==> config.mk <==
export PLATFORM = sky130hd
export DESIGN_NAME = instr_fetch_unit
export DESIGN_NICKNAME = d
export VERILOG_FILES = /design/src/rtl/tiny_cpu_pkg.sv /design/src/rtl/fetch_watchdog.sv /design/src/rtl/instr_fetch_unit.sv
export SDC_FILE = /design/constraint.sdc
export NUM_CORES = 1
export LEC_CHECK = 0
export CORE_MARGIN = 5
export CORE_UTILIZATION = 30
export CTS_CLUSTER_DIAMETER = 50
export CTS_CLUSTER_SIZE = 20
export DETAILED_ROUTE_END_ITERATION = 8
export PLACE_DENSITY_LB_ADDON = 0.2
export SYNTH_ARGS = -nofsm -noshare
export SYNTH_HDL_FRONTEND = slang
export SYNTH_SLANG_ARGS = --single-unit
==> constraint.sdc <==
create_clock -name clk_in -period 3.34 [get_ports clk_in]
set_input_delay 0.668 -clock clk_in [delete_from_list [all_inputs] [get_ports clk_in]]
set_output_delay 0.668 -clock clk_in [all_outputs]
set_load 0.005 [all_outputs]
==> src/rtl/tiny_cpu_pkg.sv <==
// Shared types and constants for the tiny CPU front end.
package tiny_cpu_pkg;

   typedef enum logic [1:0] {
      IDLE  = 2'd0,
      RD_HI = 2'd1,
      RD_LO = 2'd2,
      DONE  = 2'd3
   } fetch_state_t;

   localparam logic [15:0] NOP_INSTR = 16'h0000;
   localparam logic [15:0] PC_RESET  = 16'h0000;
   localparam logic [15:0] PC_STEP   = 16'd2;

   // Instructions are 16-bit aligned, so any jump target is forced even.
   function automatic logic [15:0] even_addr(input logic [15:0] addr);
      return addr & 16'hFFFE;
   endfunction

endpackage

==> src/rtl/fetch_watchdog.sv <==
// Per-byte wait timer for the fetch unit: a down-counter reloaded whenever
// the bus is not stalled, flagging the cycle in which the wait budget runs out.
module fetch_watchdog #(
   parameter int TIMEOUT_CYCLES = 255
) (
   input  logic clk_in,
   input  logic reset_n_in,
   input  logic wait_in,
   input  logic ack_in,
   output logic expired_out
);

   localparam int              CNT_W    = $clog2(TIMEOUT_CYCLES + 1);
   localparam logic [CNT_W-1:0] CNT_LOAD = CNT_W'(TIMEOUT_CYCLES);
   localparam logic [CNT_W-1:0] CNT_TC   = CNT_W'(1);

   logic [CNT_W-1:0] cnt_q;

   // Terminal count: this is the last stalled cycle the unit will tolerate.
   assign expired_out = wait_in && !ack_in && (cnt_q == CNT_TC);

   // Reload whenever no stall is in progress, otherwise count down.
   always_ff @(posedge clk_in or negedge reset_n_in) begin
      if (!reset_n_in) begin
         cnt_q <= CNT_LOAD;
      end else if (!wait_in || ack_in || expired_out) begin
         cnt_q <= CNT_LOAD;
      end else begin
         cnt_q <= cnt_q - CNT_W'(1);
      end
   end

endmodule

==> src/rtl/instr_fetch_unit.sv <==
// Instruction fetch unit: reads a 16-bit big-endian instruction as two byte
// reads from a byte-wide memory and hands it to the instruction register.
// Optional build macro FETCH_TIMEOUT_EN adds a per-byte ack timeout that
// delivers a NOP and sets a sticky error flag.
//
//   state | meaning
//   IDLE  | waiting for fetch_req_in; PC loads accepted directly
//   RD_HI | reading high byte at pc_out
//   RD_LO | reading low byte at pc_out+1 (request re-raised after a gap cycle)
//   DONE  | update PC (pending jump, direct jump or +2) and pulse IR write
module instr_fetch_unit
   import tiny_cpu_pkg::*;
#(
   parameter int TIMEOUT_CYCLES = 255
) (
   input  logic        clk_in,
   input  logic        reset_n_in,
   input  logic        fetch_req_in,
   input  logic        pc_load_en_in,
   input  logic [15:0] pc_load_data_in,
   output logic        mem_req_out,
   output logic [15:0] mem_addr_out,
   input  logic        mem_ack_in,
   input  logic [7:0]  mem_data_in,
   output logic        ir_write_en_out,
   output logic [15:0] ir_data_out,
   output logic [15:0] pc_out,
   output logic        busy_out,
   output logic        fetch_err_out
);

   fetch_state_t state_q, state_n;
   logic [15:0]  pc_q, pc_n;
   logic [15:0]  ir_q, ir_n;
   logic [15:0]  addr_q, addr_n;
   logic         req_q, req_n;
   logic         we_q, we_n;
   logic         pend_q, pend_n;
   logic [15:0]  pend_pc_q, pend_pc_n;
   logic [15:0]  load_tgt;
   logic         ack_seen;
   logic         wd_expired;

   assign load_tgt = even_addr(pc_load_data_in);
   // Only an ack answering a live request counts, so a lingering ack from
   // the previous byte cannot be captured twice.
   assign ack_seen = req_q && mem_ack_in;

`ifdef FETCH_TIMEOUT_EN
   logic wd_wait;
   logic err_q;

   assign wd_wait = req_q && ((state_q == RD_HI) || (state_q == RD_LO));

   fetch_watchdog #(
      .TIMEOUT_CYCLES(TIMEOUT_CYCLES)
   ) u_watchdog (
      .clk_in      (clk_in),
      .reset_n_in  (reset_n_in),
      .wait_in     (wd_wait),
      .ack_in      (mem_ack_in),
      .expired_out (wd_expired)
   );

   // Sticky error flag, cleared only by reset.
   always_ff @(posedge clk_in or negedge reset_n_in) begin
      if (!reset_n_in) begin
         err_q <= 1'b0;
      end else if (wd_expired) begin
         err_q <= 1'b1;
      end
   end

   assign fetch_err_out = err_q;
`else
   logic unused_timeout_cfg;

   assign unused_timeout_cfg = ^32'(TIMEOUT_CYCLES);
   assign wd_expired         = 1'b0;
   assign fetch_err_out      = 1'b0;
`endif

   // State and registered outputs.
   always_ff @(posedge clk_in or negedge reset_n_in) begin
      if (!reset_n_in) begin
         state_q   <= IDLE;
         pc_q      <= PC_RESET;
         ir_q      <= NOP_INSTR;
         addr_q    <= 16'h0000;
         req_q     <= 1'b0;
         we_q      <= 1'b0;
         pend_q    <= 1'b0;
         pend_pc_q <= PC_RESET;
      end else begin
         state_q   <= state_n;
         pc_q      <= pc_n;
         ir_q      <= ir_n;
         addr_q    <= addr_n;
         req_q     <= req_n;
         we_q      <= we_n;
         pend_q    <= pend_n;
         pend_pc_q <= pend_pc_n;
      end
   end

   // Next-state and next-output logic for the byte-read sequence.
   always_comb begin
      state_n   = state_q;
      pc_n      = pc_q;
      ir_n      = ir_q;
      addr_n    = addr_q;
      req_n     = req_q;
      we_n      = 1'b0;
      pend_n    = pend_q;
      pend_pc_n = pend_pc_q;

      case (state_q)
         IDLE: begin
            if (pc_load_en_in) begin
               pc_n = load_tgt;
            end
            if (fetch_req_in) begin
               state_n = RD_HI;
               req_n   = 1'b1;
               addr_n  = pc_load_en_in ? load_tgt : pc_q;
            end
         end

         RD_HI: begin
            if (pc_load_en_in) begin
               pend_n    = 1'b1;
               pend_pc_n = load_tgt;
            end
            if (ack_seen) begin
               ir_n[15:8] = mem_data_in;
               state_n    = RD_LO;
               req_n      = 1'b0;
               addr_n     = pc_q + 16'd1;
            end else if (wd_expired) begin
               ir_n    = NOP_INSTR;
               req_n   = 1'b0;
               state_n = DONE;
            end
         end

         RD_LO: begin
            if (pc_load_en_in) begin
               pend_n    = 1'b1;
               pend_pc_n = load_tgt;
            end
            if (!req_q) begin
               req_n = 1'b1;
            end else if (mem_ack_in) begin
               ir_n[7:0] = mem_data_in;
               state_n   = DONE;
               req_n     = 1'b0;
            end else if (wd_expired) begin
               ir_n    = NOP_INSTR;
               req_n   = 1'b0;
               state_n = DONE;
            end
         end

         DONE: begin
            state_n = IDLE;
            pend_n  = 1'b0;
            we_n    = !pend_q;
            if (pc_load_en_in) begin
               pc_n = load_tgt;
            end else if (pend_q) begin
               pc_n = pend_pc_q;
            end else begin
               pc_n = pc_q + PC_STEP;
            end
         end

         default: begin
            state_n = IDLE;
            req_n   = 1'b0;
         end
      endcase
   end

   assign mem_req_out     = req_q;
   assign mem_addr_out    = addr_q;
   assign ir_write_en_out = we_q;
   assign ir_data_out     = ir_q;
   assign pc_out          = pc_q;
   assign busy_out        = (state_q != IDLE);

endmodule

# Yosys cells after proc, flatten, opt, wreduce, memory -nomap -nowiden

Cells that the tools add are included.

Register bits after elaboration: 68
Word-level logic and storage cells: 61

Equal/unequal tests: 8
$add $sub $neg: 2
Bitwise gates (word level): 2
Reductions and logical operators: 16
Multiplexer cells: 24

Operators with widths:

| cell                    | number |
|---|---|
| $pmux W16 S2            | 3 |
| $mux W16                | 5 |
| $mux W8                 | 3 |
| $add A16 B1 Y16 const B | 1 |
| $add A16 B2 Y16 const B | 1 |
| $reduce_and A3 Y1       | 3 |
| $mux W2                 | 4 |
| $ne A2 B2 Y1 const B    | 4 |
| $pmux W2 S4             | 1 |
| $reduce_and A4 Y1       | 2 |
| $reduce_bool A2 Y1      | 4 |
| $mux W1                 | 6 |
| $eq A2 B2 Y1 const B    | 2 |
| $reduce_and A2 Y1       | 2 |
| $pmux W1 S3             | 1 |
| $reduce_bool A3 Y1      | 1 |
| $eq A2 B1 Y1 const B    | 1 |
| $logic_not A2 Y1        | 1 |
| $ne A2 B1 Y1 const B    | 1 |
| $not A1 Y1              | 2 |
| $pmux W1 S2             | 1 |
| $reduce_or A2 Y1        | 1 |
| $logic_and A1 B1 Y1     | 1 |
| $logic_not A1 Y1        | 1 |

# Longest topological paths before layout

Depth in word-level cells: 4
Mapped depth: 9

# Worst setup path before layout

OpenSTA, ideal clock, no wires.

Path kind: flip-flop to flip-flop
From: register pc_q[1], in the netlist pc_out[1]
To: register addr_q[13], in the netlist mem_addr_out[13]
Data arrival time: 1846 ps
Slack: 1368 ps
Path buffers: 1
Data required time: 3214 ps
Setup time: 126 ps
Stages on the path, launching flop included: 8
Cell sequence: dfrtp_1 ha_1 and4_1 buf_4 nor3b_1 nand2_1 xnor2_1 a221o_1

Longest elaborated chain between the ends: 3

RTL lines:

| item                     | RTL line                | RTL |
|---|---|---|
| start: declaration       | instr_fetch_unit.sv:33  | `logic [15:0] pc_q, pc_n;` |
| start signal: assignment | instr_fetch_unit.sv:96  | `pc_q <= pc_n;` |
| $add A16 B1 Y16          | instr_fetch_unit.sv:138 | `addr_n = pc_q + 16'd1;` |
| $mux W16                 | instr_fetch_unit.sv:134 | `if (ack_seen) begin` |
| $pmux W16 S2             | instr_fetch_unit.sv:117 | `case (state_q)` |
| end signal: assignment   | instr_fetch_unit.sv:98  | `addr_q <= addr_n;` |
| end: declaration         | instr_fetch_unit.sv:35  | `logic [15:0] addr_q, addr_n;` |

No other way between the ends. The select of a mux whose other input is x is not followed.
A chain may end at the register's enable or synchronous reset.

# Final worst setup path

From: register pc_q[2], in the netlist pc_out[2]
To: register addr_q[13], in the netlist mem_addr_out[13]

Same word-level chain as after synthesis.

==> results.cfg <==
[clocking]
cts-buffers-inserted = 9
htree_levels = 3
ctsHoldBuffers = 0
insertion_delay_ns = 0.33
clockBufferDepth = 2
cts_resized = 0
clock_sinks = 68
cts_tree = done
cts_root_buffer = clkbuf_16
post_cts_buffers = 0
clk_pin_slew_ns = 0.06

[detailed_routing]
drt_iter0_markers = 235
finalWirelength_um = 11100
post-route-drc-count = 0
vias = 3304
avgViaCountPerCell = 5.07
drt_pass1_iterations = 4
ant_nets = 0
drt-wirelength-per-cell_um = 17.0

[timing]
final_hold_viol_count = 0
finalMaxSlewViolations = 0
max-slew-margin-rel_pct = 41.4
tightest_slew_ns = 0.879
timing.final.crit_period_ns = 2.42
fin_crit_sh_pct = 72.5
fmax_mhz = 413
rsz0062_at_grt = no
hold_slack_ns = 0.462
setup_violations = 0
fin_skew_ns = 0.00282
tns_ns = 0
finalWorstSetupSlack_ns = 0.917

[synth]
synth_top_area_share_pct = 45.9
ys_seq_area_share_pct = 45.9
syn_nets = 445
synth_common_cells = 68 x dfrtp_1, 57 x nand2_1, 41 x o21ai_0
yosysWarnings = 0
synth_area_leader_cell = dfrtp_1
synth_edf_count = 0
synth_area_leaders = dfrtp_1 46%, mux2_2 6.7%, nand2_1 5.8%, o21ai_0 5.5%, a21oi_1 4.2%
synth-async-reset-ratio_pct = 100
synth.avg_cell_area_um2 = 9.07
syn-cell-area_um2 = 3710
ys_ff_latch = 68
yosys.cell_count.top_type = dfrtp_1
synth_cell_types = 49
synth_flop_cell = dfrtp_1
synth_cells = 409

[finish]
antenna-diode-count = 0
drive_above_1_share_pct = 10.3
utilization_pct = 41.0
final_cells = 652
syn2layout_area_growth_pct = 33.2
nets = 515
fin_area_um2 = 4940
fillCellCount = 1211

[min_path]
worst_hold_path_type = in2async

[die]
dieArea_um2 = 14700
start_util_pct = 30.8
io_pins = 81
core_area_um2 = 12100
die_h_um = 121
die_w_um = 121
rows = 40

[placement]
finalWeightedCongestion = 0.837
port_buffers = 78
dpl_cell_area_um2 = 4640
pre_cts_slack_ns = 0.792
place_inst = 636
dpl.hpwl_um = 8070

[global_route]
antenna_found_initial = 0
grt-ovfl-total = 0
grt_pass1_wl_um = 18100
grt_use_total_pct = 15.7
grt_max_degree = 39
grt_pass1_vias = 3306

[setup_path]
start_kind = register
required_ns = 3.55
cpPeakStageDelay_ns = 0.48
critPathArrivalTime_ns = 2.63
critPathBufInv = 0
path_class = reg2reg
critPathTopFamily = simple AND/OR/NAND/NOR gates
cp_slowest_cell = dfrtp_1
critPathMaxFanout = 8
end_kind = register
crit_chain = ha_1 -> and4_1 -> nor3b_1 -> nand2_1 -> xnor2_1 -> a221o_1

[power_and_ir_drop]
ir_drop_v = 0.000299
total_power_mw = 5.01
power_density_nw_per_um2 = 1010
p_leak_nw = 2.00

[run]
cap_violations = 0

[status]
run_status = complete, no violations
==> cell families after synthesis <==
| family | share of synthesized area (%) |
|---|---|
| simple gates | 16.8 |
| mux | 9.11 |
| buf+inv | 4.86 |
| fa+ha+maj | 2.36 |
| flops | 45.9 |
| other cells | 0.101 |
| xor+xnor | 2.36 |
| compound gates | 18.6 |
==> metal layers <==
layer	vias to the layer above	global-route usage, %	routed length, um
met3	7	3.03	645
met2	91	25.7	5320
met4	0	4.41	89
li1	1602	-	-
met5	-	0	0
met1	1604	21.1	5000
==> worst paths after layout <==
kind | start | end | slack, ns | cells past startpoint
max | pc_out[2]$_DFFE_PN0P_ | mem_addr_out[13]$_DFFE_PN0P_ | 0.92 | 6
min | reset_n_in | ir_data_out[11]$_DFFE_PN0P_ | 0.46 | 1
max reg2reg | pc_out[2]$_DFFE_PN0P_ | mem_addr_out[13]$_DFFE_PN0P_ | 0.92 | 6
min reg2reg | ir_data_out[11]$_DFFE_PN0P_ | ir_data_out[11]$_DFFE_PN0P_ | 0.48 | 2
max in group asynchronous | reset_n_in | mem_addr_out[0]$_DFFE_PN0P_ | 2.10 | 2
min in group clk_in | ir_data_out[11]$_DFFE_PN0P_ | ir_data_out[11]$_DFFE_PN0P_ | 0.48 | 2
==> cells in the final DEF, fill, tap and decap left out, types with 3 or more instances in the layout <==
cell type,count
nand4_1,7
nand2b_1,5
and4_1,3
clkdlybuf4s50_1,77
o21ai_0,41
xor2_1,3
nor2_1,31
a211oi_1,6
mux2i_1,9
a21oi_1,31
o22ai_1,6
nand3_1,9
a22oi_1,6
inv_1,10
nor2b_1,6
mux2_2,22
clkbuf_16,9
o211ai_1,3
buf_4,10
xnor2_1,7
nand2_1,57
dfrtp_1,68
ha_1,7
o221ai_1,3
nor3_1,9
a31oi_1,6
==> flip-flops by register name, indices dropped and copies added, names as in the netlist <==
register,flops
pc_out,16
pend_pc_q,15
state_q,2
pend_q,1
ir_write_en_out,1
ir_data_out,16
mem_req_out,1
mem_addr_out,16
==> area by class of cell <==
| type | instances | area [um2] | area share (%) |
|---|---|---|---|
| Multi-Input combinational cell | 300 | 1830 | 37.0 |
| Sequential cell | 68 | 1700 | 34.4 |
| Timing Repair Buffer | 88 | 851 | 17.2 |
| Clock buffer | 12 | 256 | 5.19 |
| Tap cell | 168 | 210 | 4.26 |
| Clock inverter | 4 | 47.5 | 0.963 |
| Inverter | 12 | 45.0 | 0.912 |
==> power breakdown <==
group          internal, mW  leakage (nW)  total, mW  switching [mW]
clock network         0.616         0.149      0.970           0.354
registers              1.23         0.819       1.58           0.354
logic                  1.22          1.04       2.45            1.23
total                  3.07          2.00       5.01            1.94
No activity file was read; power rests on OpenSTA's default activity.
